### config.mk
export PLATFORM = sky130hd
export DESIGN_NAME = vga_text_op_engine
export DESIGN_NICKNAME = d
export VERILOG_FILES = /design/src/rtl/vga_text_op_engine.sv
export SDC_FILE = /design/constraint.sdc
export NUM_CORES = 1
export LEC_CHECK = 0
export CORE_ASPECT_RATIO = 1.5
export CORE_MARGIN = 5
export CORE_UTILIZATION = 30
export DETAILED_ROUTE_END_ITERATION = 8
export GPL_TIMING_DRIVEN = 0
export SETUP_SLACK_MARGIN = 0.4
export SLEW_MARGIN = 5
export SYNTH_ARGS = -nofsm -noshare
export SYNTH_HDL_FRONTEND = slang
export SYNTH_SLANG_ARGS = --single-unit
export TNS_END_PERCENT = 1
### constraint.sdc
create_clock -name factor_clk_i -period 5.35 [get_ports factor_clk_i]
set_input_delay 1.07 -clock factor_clk_i [delete_from_list [all_inputs] [get_ports factor_clk_i]]
set_output_delay 1.07 -clock factor_clk_i [all_outputs]
set_load 0.05 [all_outputs]
### src/rtl/vga_text_op_engine.sv
// Bulk CLEAR / SCROLL_UP / FILL_ROW engine for the text character and colour maps.
// Every map access is issued only while the display is blanked.
module vga_text_op_engine #(
   parameter int COLS   = 80,
   parameter int ROWS   = 30,
   parameter int ADDR_W = 12,
   parameter int CH_W   = 8,
   parameter int ROW_W  = 5
) (
   input  logic              factor_clk_i,
   input  logic              factor_arstn_i,
   input  logic              cmd_valid_i,
   output logic              cmd_ready_o,
   input  logic [1:0]        cmd_op_i,
   input  logic [ROW_W-1:0]  cmd_row_i,
   input  logic [CH_W-1:0]   fill_ch_i,
   input  logic [7:0]        fill_col_i,
   input  logic              blank_i,
   output logic              mem_en_o,
   output logic              mem_we_o,
   output logic [ADDR_W-1:0] mem_addr_o,
   output logic [CH_W-1:0]   mem_ch_wdata_o,
   output logic [7:0]        mem_col_wdata_o,
   input  logic [CH_W-1:0]   mem_ch_rdata_i,
   input  logic [7:0]        mem_col_rdata_i,
   output logic              busy_o,
   output logic              done_o,
   output logic              err_o
);

   typedef enum logic [2:0] {IDLE, FILL, RD, RDW, WR, DONE} state_t;

   localparam logic [ADDR_W-1:0] COLS_A   = ADDR_W'(COLS);
   localparam logic [ADDR_W-1:0] LAST_A   = ADDR_W'(COLS*ROWS-1);
   localparam logic [ADDR_W-1:0] SCR_LAST = ADDR_W'(COLS*(ROWS-1)-1);

   state_t            state, state_nx;
   logic [ADDR_W-1:0] ptr, ptr_nx;
   logic [ADDR_W-1:0] last, last_nx;
   logic [CH_W-1:0]   fch, fch_nx, hch, hch_nx;
   logic [7:0]        fcol, fcol_nx, hcol, hcol_nx;
   logic              err, err_nx;
   logic [ADDR_W-1:0] row_base;

   assign row_base = ADDR_W'(cmd_row_i) * COLS_A;

   always_ff @(posedge factor_clk_i or negedge factor_arstn_i) begin
      if (!factor_arstn_i) begin
         state <= IDLE;
         ptr   <= '0;
         last  <= '0;
         fch   <= '0;
         fcol  <= '0;
         hch   <= '0;
         hcol  <= '0;
         err   <= 1'b0;
      end else begin
         state <= state_nx;
         ptr   <= ptr_nx;
         last  <= last_nx;
         fch   <= fch_nx;
         fcol  <= fcol_nx;
         hch   <= hch_nx;
         hcol  <= hcol_nx;
         err   <= err_nx;
      end
   end

   always_comb begin
      state_nx        = state;
      ptr_nx          = ptr;
      last_nx         = last;
      fch_nx          = fch;
      fcol_nx         = fcol;
      hch_nx          = hch;
      hcol_nx         = hcol;
      err_nx          = err;
      cmd_ready_o     = 1'b0;
      busy_o          = 1'b0;
      done_o          = 1'b0;
      err_o           = 1'b0;
      mem_en_o        = 1'b0;
      mem_we_o        = 1'b0;
      mem_addr_o      = '0;
      mem_ch_wdata_o  = '0;
      mem_col_wdata_o = '0;
      unique case (state)
         IDLE: begin
            cmd_ready_o = 1'b1;
            if (cmd_valid_i) begin
               fch_nx  = fill_ch_i;
               fcol_nx = fill_col_i;
               err_nx  = 1'b0;
               ptr_nx  = '0;
               unique case (cmd_op_i)
                  2'b00: begin
                     last_nx  = LAST_A;
                     state_nx = FILL;
                  end
                  2'b01: state_nx = RD;
                  2'b10: begin
                     if (int'(cmd_row_i) >= ROWS) begin
                        err_nx   = 1'b1;
                        state_nx = DONE;
                     end else begin
                        ptr_nx   = row_base;
                        last_nx  = row_base + COLS_A - 1'b1;
                        state_nx = FILL;
                     end
                  end
                  default: begin
                     err_nx   = 1'b1;
                     state_nx = DONE;
                  end
               endcase
            end
         end
         FILL: begin
            busy_o = 1'b1;
            if (blank_i) begin
               mem_en_o        = 1'b1;
               mem_we_o        = 1'b1;
               mem_addr_o      = ptr;
               mem_ch_wdata_o  = fch;
               mem_col_wdata_o = fcol;
               if (ptr == last) state_nx = DONE;
               else ptr_nx = ptr + 1'b1;
            end
         end
         RD: begin
            busy_o = 1'b1;
            if (blank_i) begin
               mem_en_o   = 1'b1;
               mem_addr_o = ptr + COLS_A;
               state_nx   = RDW;
            end
         end
         // read already issued: capture even if blanking just ended
         RDW: begin
            busy_o   = 1'b1;
            hch_nx   = mem_ch_rdata_i;
            hcol_nx  = mem_col_rdata_i;
            state_nx = WR;
         end
         WR: begin
            busy_o = 1'b1;
            if (blank_i) begin
               mem_en_o        = 1'b1;
               mem_we_o        = 1'b1;
               mem_addr_o      = ptr;
               mem_ch_wdata_o  = hch;
               mem_col_wdata_o = hcol;
               ptr_nx          = ptr + 1'b1;
               if (ptr == SCR_LAST) begin
                  last_nx  = LAST_A;
                  state_nx = FILL;
               end else begin
                  state_nx = RD;
               end
            end
         end
         DONE: begin
            done_o   = 1'b1;
            err_o    = err;
            state_nx = IDLE;
         end
         default: state_nx = IDLE;
      endcase
   end

endmodule

# --- Yosys cells after proc, flatten, opt, wreduce, memory -nomap -nowiden ---
# Index checks and enable logic that the tools add are counted.
totals:
  wordCells: 84
  in_bits: 43
  register_bits: 60
op_classes:
  n_eq_ne: 18
  multipliers: 1
  n_mux: 40
  reduce_logical: 12
  n_addsub: 4
  order_cmp: 1
op_table:
  columns: ["cell", "n"]
  rows:
  - ["2-to-1 mux 12 bit", 12]
  - ["one-hot mux 12 bit (2 select lines)", 3]
  - ["one-hot mux 12 bit (3 select lines)", 1]
  - ["2-to-1 mux 8 bit", 4]
  - ["one-hot mux 8 bit (2 select lines)", 2]
  - ["adder 12 x 7 -> 12 bit, second input constant", 2]
  - ["2-to-1 mux 3 bit", 6]
  - ["one-hot mux 3 bit (5 select lines)", 1]
  - ["inequality test 2 bit, second input constant", 7]
  - ["adder 12 x 1 -> 12 bit, second input constant", 1]
  - ["equality test 12 bit", 1]
  - ["equality test 12 bit, second input constant", 1]
  - ["subtractor 12 x 1 -> 12 bit, second input constant", 1]
  - ["AND reduction 5 bit", 2]
  - ["one-hot mux 3 bit (3 select lines)", 1]
  - ["multiplier 5 x 3 -> 8 bit, second input constant", 1]
  - ["2-to-1 mux 1 bit", 8]
  - ["equality test 3 x 2 -> 1 bit, second input constant", 2]
  - ["equality test 3 bit, second input constant", 2]
  - ["AND reduction 6 bit", 1]
  - ["greater-or-equal comparator 5 bit, second input constant", 1]
  - ["OR reduction 2 bit", 2]
  - ["OR reduction 4 bit", 1]
  - ["equality test 3 x 1 -> 1 bit, second input constant", 1]
  - ["12 further kinds", 12]

# --- Longest topological paths before layout ---
# Gate-level depths: netlist of the first run.
depth:
  depth_word: 7
  mapped_depth: 9
  depth_no_buf: 9

# --- Worst setup path before layout of the first run ---
# OpenSTA, ideal clock, no wires.
synth_path:
  kind: "in2out"
  from: "in blank_i"
  to: "out mem_addr_o[10]"
  t_required_ns: 4.280
  path_buffers: 2
  setup_slack_ns: 1.272
  stages: 6
  arrival_time_ns: 3.008
  path_cell_list: "buf_6 nand2b_1 clkbuf_1 a21oi_1 nand2_1 o21ai_0"
synth_between:
  elab_chain_cells: 2
synth_rtl:
  columns: ["element", "line_no", "rtl"]
  rows:
  - ["from (decl)", "18", "input logic blank_i,"]
  - ["2-to-1 mux 12 bit, on equally long branches", "120, 147, 132", null]
  - ["one-hot mux 12 bit (2 select lines) (*)", "87", "unique case (state)"]
  - ["to (decl)", "21", "output logic [ADDR_W-1:0] mem_addr_o,"]
# Every way passes the cells marked *; elsewhere a longest branch is shown, timed or not.

# --- Final worst setup path of the first run ---
layout_path:
  from: "in blank_i"
  to: "out mem_addr_o[7]"
# Same word-level chain as after synthesis.

==> summary.md, run 1 <==
| Metric | Value |
|---|---|
| Status | `completed` |
| First-pass GRT wire length | `17700 um` |
| Diode count | `0` |
| RSZ-0062 raised after global routing | `false` |
| Buf/Inv on CP | `3` |
| Post_cts resized | `0` |
| DP HPWL | `8530 um` |
| Netlist cell types | `60` |
| Met1 track demand over resource | `16.1%` |
| Layout cells sized above 1 | `14.5%` |
| Iter 0 DRT Violations | `205` |
| Fmax | `238 MHz` |
| Cells after synthesis | `406` |
| Flops & latches, synth | `57` |
| Fin. Hold Viols | `0` |
| Synth top area share | `39.1%` |
| Pre-CTS WS | `1.10 ns` |
| Area growth, synth to finish | `35.7%` |
| Antenna viol nets, final | `0` |
| Final worst setup slack | `1.14 ns` |
| Drt wl/cell | `17.0 um` |
| Post-synth EDFFs | `0` |
| Die width | `100 um` |
| Die area | `0.0145 mm^2` |
| Router iterations before antenna repair | `4` |
| Register area share after synthesis | `39.1%` |
| Main area contributors after synthesis | `dfrtp_1, nand2_1, mux2_2, a22oi_1, nor2_1` |
| Min Hold Slack | `0.475 ns` |
| Height of the die | `145 um` |
| CTS Buf Count | `9` |
| Ys async rst share | `100%` |
| Mapped Nets | `460` |
| Clock Path Buffers | `2` |
| Max-slew violations | `0` |
| Post-Route Utilization | `41.4%` |
| Sum Neg Setup Slack | `0 ns` |
| Peak supply drop | `0.153 mV` |
| CTS clk-pin slew, worst paths | `0.05 ns` |
| Synth area leader | `dfrtp_1` |
| Post-route DRC | `0` |
| CTS root buffer | `clkbuf_16` |
| Busiest grt layer | `met2` |
| Commonest cells in the synthesized netlist | `nand2_1, dfrtp_1, nor2_1` |
| Port Buffers | `75` |
| Crit path cell chain | `buf_6 -> nand2b_1 -> clkbuf_1 -> a21oi_1 -> o21ai_0 -> o31ai_1 -> clkdlybuf4s50_1` |
| Pleak | `0.00214 uW` |
| Total Wirelength | `11100 um` |
| Initial antenna violation count | `0` |
| Rows | `49` |
| Final nets | `547` |
| Worst path slowest cell | `clkdlybuf4s50_1` |
| Vias in the first global route | `3506` |
| Avg Cell Area, Syn | `8.99 um^2` |
| Post-CTS Hold Buffers | `0` |
| Routability cong. | `0.859` |
| Tightest Hold Check Type | `register to register` |
| Via density | `5.17` |
| Req. time, crit path | `4.28 ns` |
| # setup viols final | `0` |
| Slew headroom | `40.0%` |
| Data arrival, critical path | `3.14 ns` |
| Top delay family on crit path | `buffers and inverters` |
| Crit path kind | `primary input to output pin` |
| Critical path depth | `7` |
| Max-cap violations | `0` |
| Pwr/cell area | `460 mW/mm^2` |
| Crit share post-route | `78.6%` |
| Global Route Usage Sum | `15.5%` |
| WHS Path Cells | `2` |
| Maximum net fanout on the critical path | `10` |
| CTS tree | `done` |
| Clock sink count | `57` |
| Via count | `3368` |
| Met2 GRT Util | `27.4%` |
| Total gr overflow | `0` |
| Initial Util | `30.5%` |
| Post-CTS setup repair buffer count | `0` |
| Worst Skew | `0.00498 ns` |
| Later-pin clock latency in the skew report | `0.33 ns` |
| Core Region | `0.0120 mm^2` |
| Worst Tran Pin Value | `0.886 ns` |
| Crit-path max cell delay | `0.85 ns` |
| GRT met3 Usage | `3.89%` |
| Synth warn | `0` |
| IO Pins | `77` |
| Fin crit period | `4.21 ns` |
| Post-Syn Area | `0.00365 mm^2` |
| Crit end category | `output pin` |
| R2R depth | `7` |
| H-tree depth | `3` |
| Largest net degree at the start of global routing | `32` |
| Top-count cell post-synth | `nand2_1` |
| Critical path launch point type | `primary input` |
| Most used DFF post-synth | `dfrtp_1` |
-- sequential cells by signal, indices dropped and copies added, names as in the netlist --
register and flops:
hcol 8, ptr 12, state 3, hch 8, fcol 8, last 9
fch 8, err 1
-- logic make-up (layout without fill, tap and decap cells) --
logic type | Yosys count | in the layout | synth area share, %
xor+xnor | 16 | 16 | 3.84
mux | 18 | 18 | 5.52
buf+inv | 47 | 139 | 7.13
simple gates | 157 | 157 | 21.5
fa+ha+maj | 11 | 11 | 3.98
compound gates | 100 | 100 | 18.9
flops | 57 | 57 | 39.1
-- cells in the final DEF (no fill, tap or decap), types with 3 or more instances in the layout --
master,netlist,routed
bufinv_16,0,3
or3_1,4,4
a21oi_1,14,14
and2_1,5,5
buf_6,5,5
inv_1,16,16
nand4_1,7,7
nor2b_1,7,7
nor2_1,36,36
clkbuf_1,9,9
nand2b_1,4,4
nor3b_1,3,3
xor2_1,4,4
nor3_1,4,4
ha_1,10,10
o21ai_0,21,21
clkbuf_16,0,9
dfrtp_1,57,57
nand2_1,64,64
buf_4,3,3
a31oi_1,9,9
a22o_1,7,7
clkdlybuf4s50_1,0,74
a21o_1,4,4
xnor2_1,12,12
o31ai_1,6,6
buf_2,12,13
nand3_1,6,6
mux2_2,17,17
a22oi_1,20,20
-- where the power goes --
group          leakage (uW)  switching [uW]  internal (uW)
Clock              0.000162             201            454
Combinational       0.00127             508            382
Sequential         0.000702             112            622
Total               0.00214             821           1460
-- worst reg2reg max path, delay by kind of cell (launching register included) --
| family | cells | cell delay [ns] |
|---|---|---|
| AO/OA/AOI/OAI | 2 | 0.60 |
| buffers and inverters | 2 | 0.30 |
| adder cells (fa/ha/maj) | 1 | 0.13 |
| flip-flops | 1 | 0.39 |
| AND/OR/NAND/NOR | 2 | 0.47 |
-- final timing paths --
check	to	slack, ns	startpoint
setup / recovery	mem_addr_o[7]	1.14	blank_i
hold / removal	fcol[0]	0.48	fcol[0]
min in group asynchronous	fcol[4]	0.82	factor_arstn_i
hold reg to reg	fcol[0]	0.48	fcol[0]
setup reg to reg	last[4]	3.40	ptr[4]
max in group asynchronous	err	3.93	factor_arstn_i
-- final cells by class --
cell class                 count  area (um^2)
buffer                        31          200
sequential                    57         1430
multi-input combinational    302         1960
inverter                      16         60.1
clock buffer                   9          225
tap                          153          191
timing repair buffer          76          766
fill                        1201         7010
clock inverter                 7          119
-- metal layers --
metal	routed length [um]	vias to the layer above
met4	455	0
met5	0	-
li1	-	1608
met3	642	32
met2	5810	135
met1	4150	1593
-- stage by stage --
stage / instances / total power, uW / cell area [um^2]
6_report: 651 / 2280 / 4950
3_5_place_dp: 635 / 1630 / 4610
5_1_grt: 651 / 2410 / 4950
4_1_cts: 651 / 2300 / 4950
3_3_place_gp: 634 / 1610 / 4590
2_1_floorplan: 406 / 1350 / 3650
Power figures use the tool's default switching activity.
==> run 2, diff against run 1 <==
Clock period 5.35 ns to 4.1 ns, I/O delays scaled along.
==> summary.md, run 2 (synthesized netlist as in run 1, its figures left out) <==
| Metric | Value |
|---|---|
| CTS Buf Count | `9` |
| Data arrival, critical path | `2.81 ns` |
| R2r startpoint | `ptr[4]` |
| Hold path start | `fcol[0]` |
| Placed cell count | `635` |
| Fin. Hold Viols | `0` |
| Pre-CTS WS | `0.347 ns` |
| Global Route Usage Sum | `15.5%` |
| Pwr/cell area | `600 mW/mm^2` |
| Biggest regs | `ptr x12, last x9` |
| Antenna viol nets, final | `0` |
| R2R depth | `7` |
| Layout cells sized above 1 | `14.7%` |
| Post-route DRC | `0` |
| Worst Skew | `0.00423 ns` |
| Final nets | `547` |
| Initial Util | `30.5%` |
| Clock Path Buffers | `2` |
| Via count | `3363` |
| Worst Tran Pin Value | `0.876 ns` |
| Crit end category | `output pin` |
| Register-to-Register Setup Slack | `2.15 ns` |
| CTS tree | `done` |
| RR Endpoint | `last[4]` |
| Req. time, crit path | `3.28 ns` |
| Post-CTS Hold Buffers | `0` |
| Fin cells | `651` |
| Initial antenna violation count | `0` |
| Crit-path max cell delay | `0.80 ns` |
| Fin crit period | `3.63 ns` |
| Vias in the first global route | `3506` |
| Core Region | `0.0120 mm^2` |
| Crit path cell chain | `buf_6 -> nor2b_2 -> nand3b_2 -> or4b_1 -> nand2_1 -> clkdlybuf4s50_1` |
| Via density | `5.17` |
| IO Pins | `77` |
| Height of the die | `145 um` |
| Flop pwr share | `32.2%` |
| Total Wirelength | `11000 um` |
| Router iterations before antenna repair | `5` |
| Later-pin clock latency in the skew report | `0.33 ns` |
| Rows | `49` |
| Worst path slowest cell | `clkdlybuf4s50_1` |
| Gate power share | `39.1%` |
| Maximum net fanout on the critical path | `10` |
| Largest net degree at the start of global routing | `32` |
| Final worst setup slack | `0.472 ns` |
| Most frequent cells in the layout | `clkdlybuf4s50_1, nand2_1, dfrtp_1, nor2_1, o21ai_0` |
| Crit share post-route | `88.5%` |
| First-pass GRT wire length | `17700 um` |
| Fmax | `276 MHz` |
| Die area | `0.0145 mm^2` |
| Diode count | `0` |
| Port Buffers | `75` |
| Top reg by flops | `ptr` |
| Tightest Hold Check Type | `register to register` |
| Clock share of power | `28.7%` |
| DP HPWL | `8530 um` |
| Max-slew violations | `0` |
| # setup viols final | `0` |
| Die width | `100 um` |
| Crit. Startpoint | `state[2]` |
| Psw | `1070 uW` |
| Crit path kind | `register to output pin` |
| WHS Path Cells | `2` |
| CTS clk-pin slew, worst paths | `0.05 ns` |
| Routability cong. | `0.859` |
| Clock sink count | `57` |
| Status | `completed` |
| Sum Neg Setup Slack | `0 ns` |
| Filler cell count | `1202` |
| H-tree depth | `3` |
| Iter 0 DRT Violations | `202` |
| Worst hold endpoint | `fcol[0]` |
| Peak supply drop | `0.200 mV` |
| Max reg flops | `12` |
| Drt wl/cell | `16.9 um` |
| Pleak | `0.00214 uW` |
| CTS root buffer | `clkbuf_16` |
| Switch share | `35.9%` |
| Area growth, synth to finish | `35.8%` |
| Commonest non-fill, non-tap cell in the layout | `clkdlybuf4s50_1` |
| RSZ-0062 raised after global routing | `true` |
| Slew headroom | `40.7%` |
| Max-cap violations | `0` |
| Critical path launch point type | `register` |
| Cell-internal power | `1900 uW` |
| Total gr overflow | `0` |
==> run 2: cell types whose count changed in the layout (fill, tap and decap cells not counted) <==
cell	change
a21oi_1	-1
a21oi_2	+1
==> run 2: metal layers <==
| layer | GRT usage (%) | vias up | part of all wire, % |
|---|---|---|---|
| li1 | - | 1607 | - |
| met1 | 16.1 | 1591 | 37 |
| met2 | 27.4 | 135 | 53 |
| met3 | 3.89 | 30 | 5.6 |
| met4 | 9.31 | 0 | 3.6 |
| met5 | 0 | - | 0 |
==> run 2: what timing repair did <==
action / in CTS / in global routing
endpoints found under the hold margin: 0 / 0
resized for setup: 1 / 1
pin swaps: 0 / 0
setup buffers: 0 / 0
setup endpoints to repair: 9 / 16
==> run 2: critical path, delay by kind of cell (launching register included) <==
family                 cells  cell delay [ns]
and+or+nand+nor            4             1.10
buffers and inverters      2             0.96
DFF                        1             0.41
==> run 2: area by class of cell <==
class | instances | area [um^2] | area share (%)
clock inverter | 7 | 119 | 2.40
buffer | 31 | 200 | 4.04
inverter | 16 | 60.1 | 1.21
multi-input combinational | 302 | 1970 | 39.7
clock buffer | 9 | 225 | 4.55
sequential | 57 | 1430 | 28.8
timing repair buffer | 76 | 766 | 15.5
tap | 153 | 191 | 3.86
==> run 2: power by group through the flow <==
stage	Clock, uW	Sequential, uW	Combinational [uW]
after floorplan	0	924	836
after global placement	0	955	1140
after detailed placement	0	966	1160
after CTS	873	957	1170
after global routing	896	984	1260
final	852	957	1160
==> run 2: per-stage QoR <==
| stage | cell area (um^2) | hold slack, ns | total power, uW | util (%) |
|---|---|---|---|---|
| 2_1_floorplan | 3650 | 0.442 | 1760 | - |
| 3_3_place_gp | 4590 | 0.460 | 2090 | 38.4 |
| 3_5_place_dp | 4610 | 0.467 | 2130 | 38.5 |
| 4_1_cts | 4950 | 0.480 | 3000 | 41.4 |
| 5_1_grt | 4950 | 0.493 | 3140 | 41.4 |
| 6_report | 4950 | 0.475 | 2970 | 41.4 |
==> run 2: how the worst max path moves through the flow <==
stage	to	slack [ns]
after floorplan	mem_addr_o[10]	0.52
after global placement	hch[4]	0.31
after detailed placement	mem_addr_o[7]	0.35
after CTS	mem_addr_o[7]	0.34
after global routing	mem_col_wdata_o[3]	0.34
final	mem_addr_o[11]	0.47
==> run 3, diff against run 2 <==
Settings changed: CTS_CLUSTER_DIAMETER set to 80.
==> results of run 3 <==
No change in the layout: final DEF, timing and power equal those of run 2.
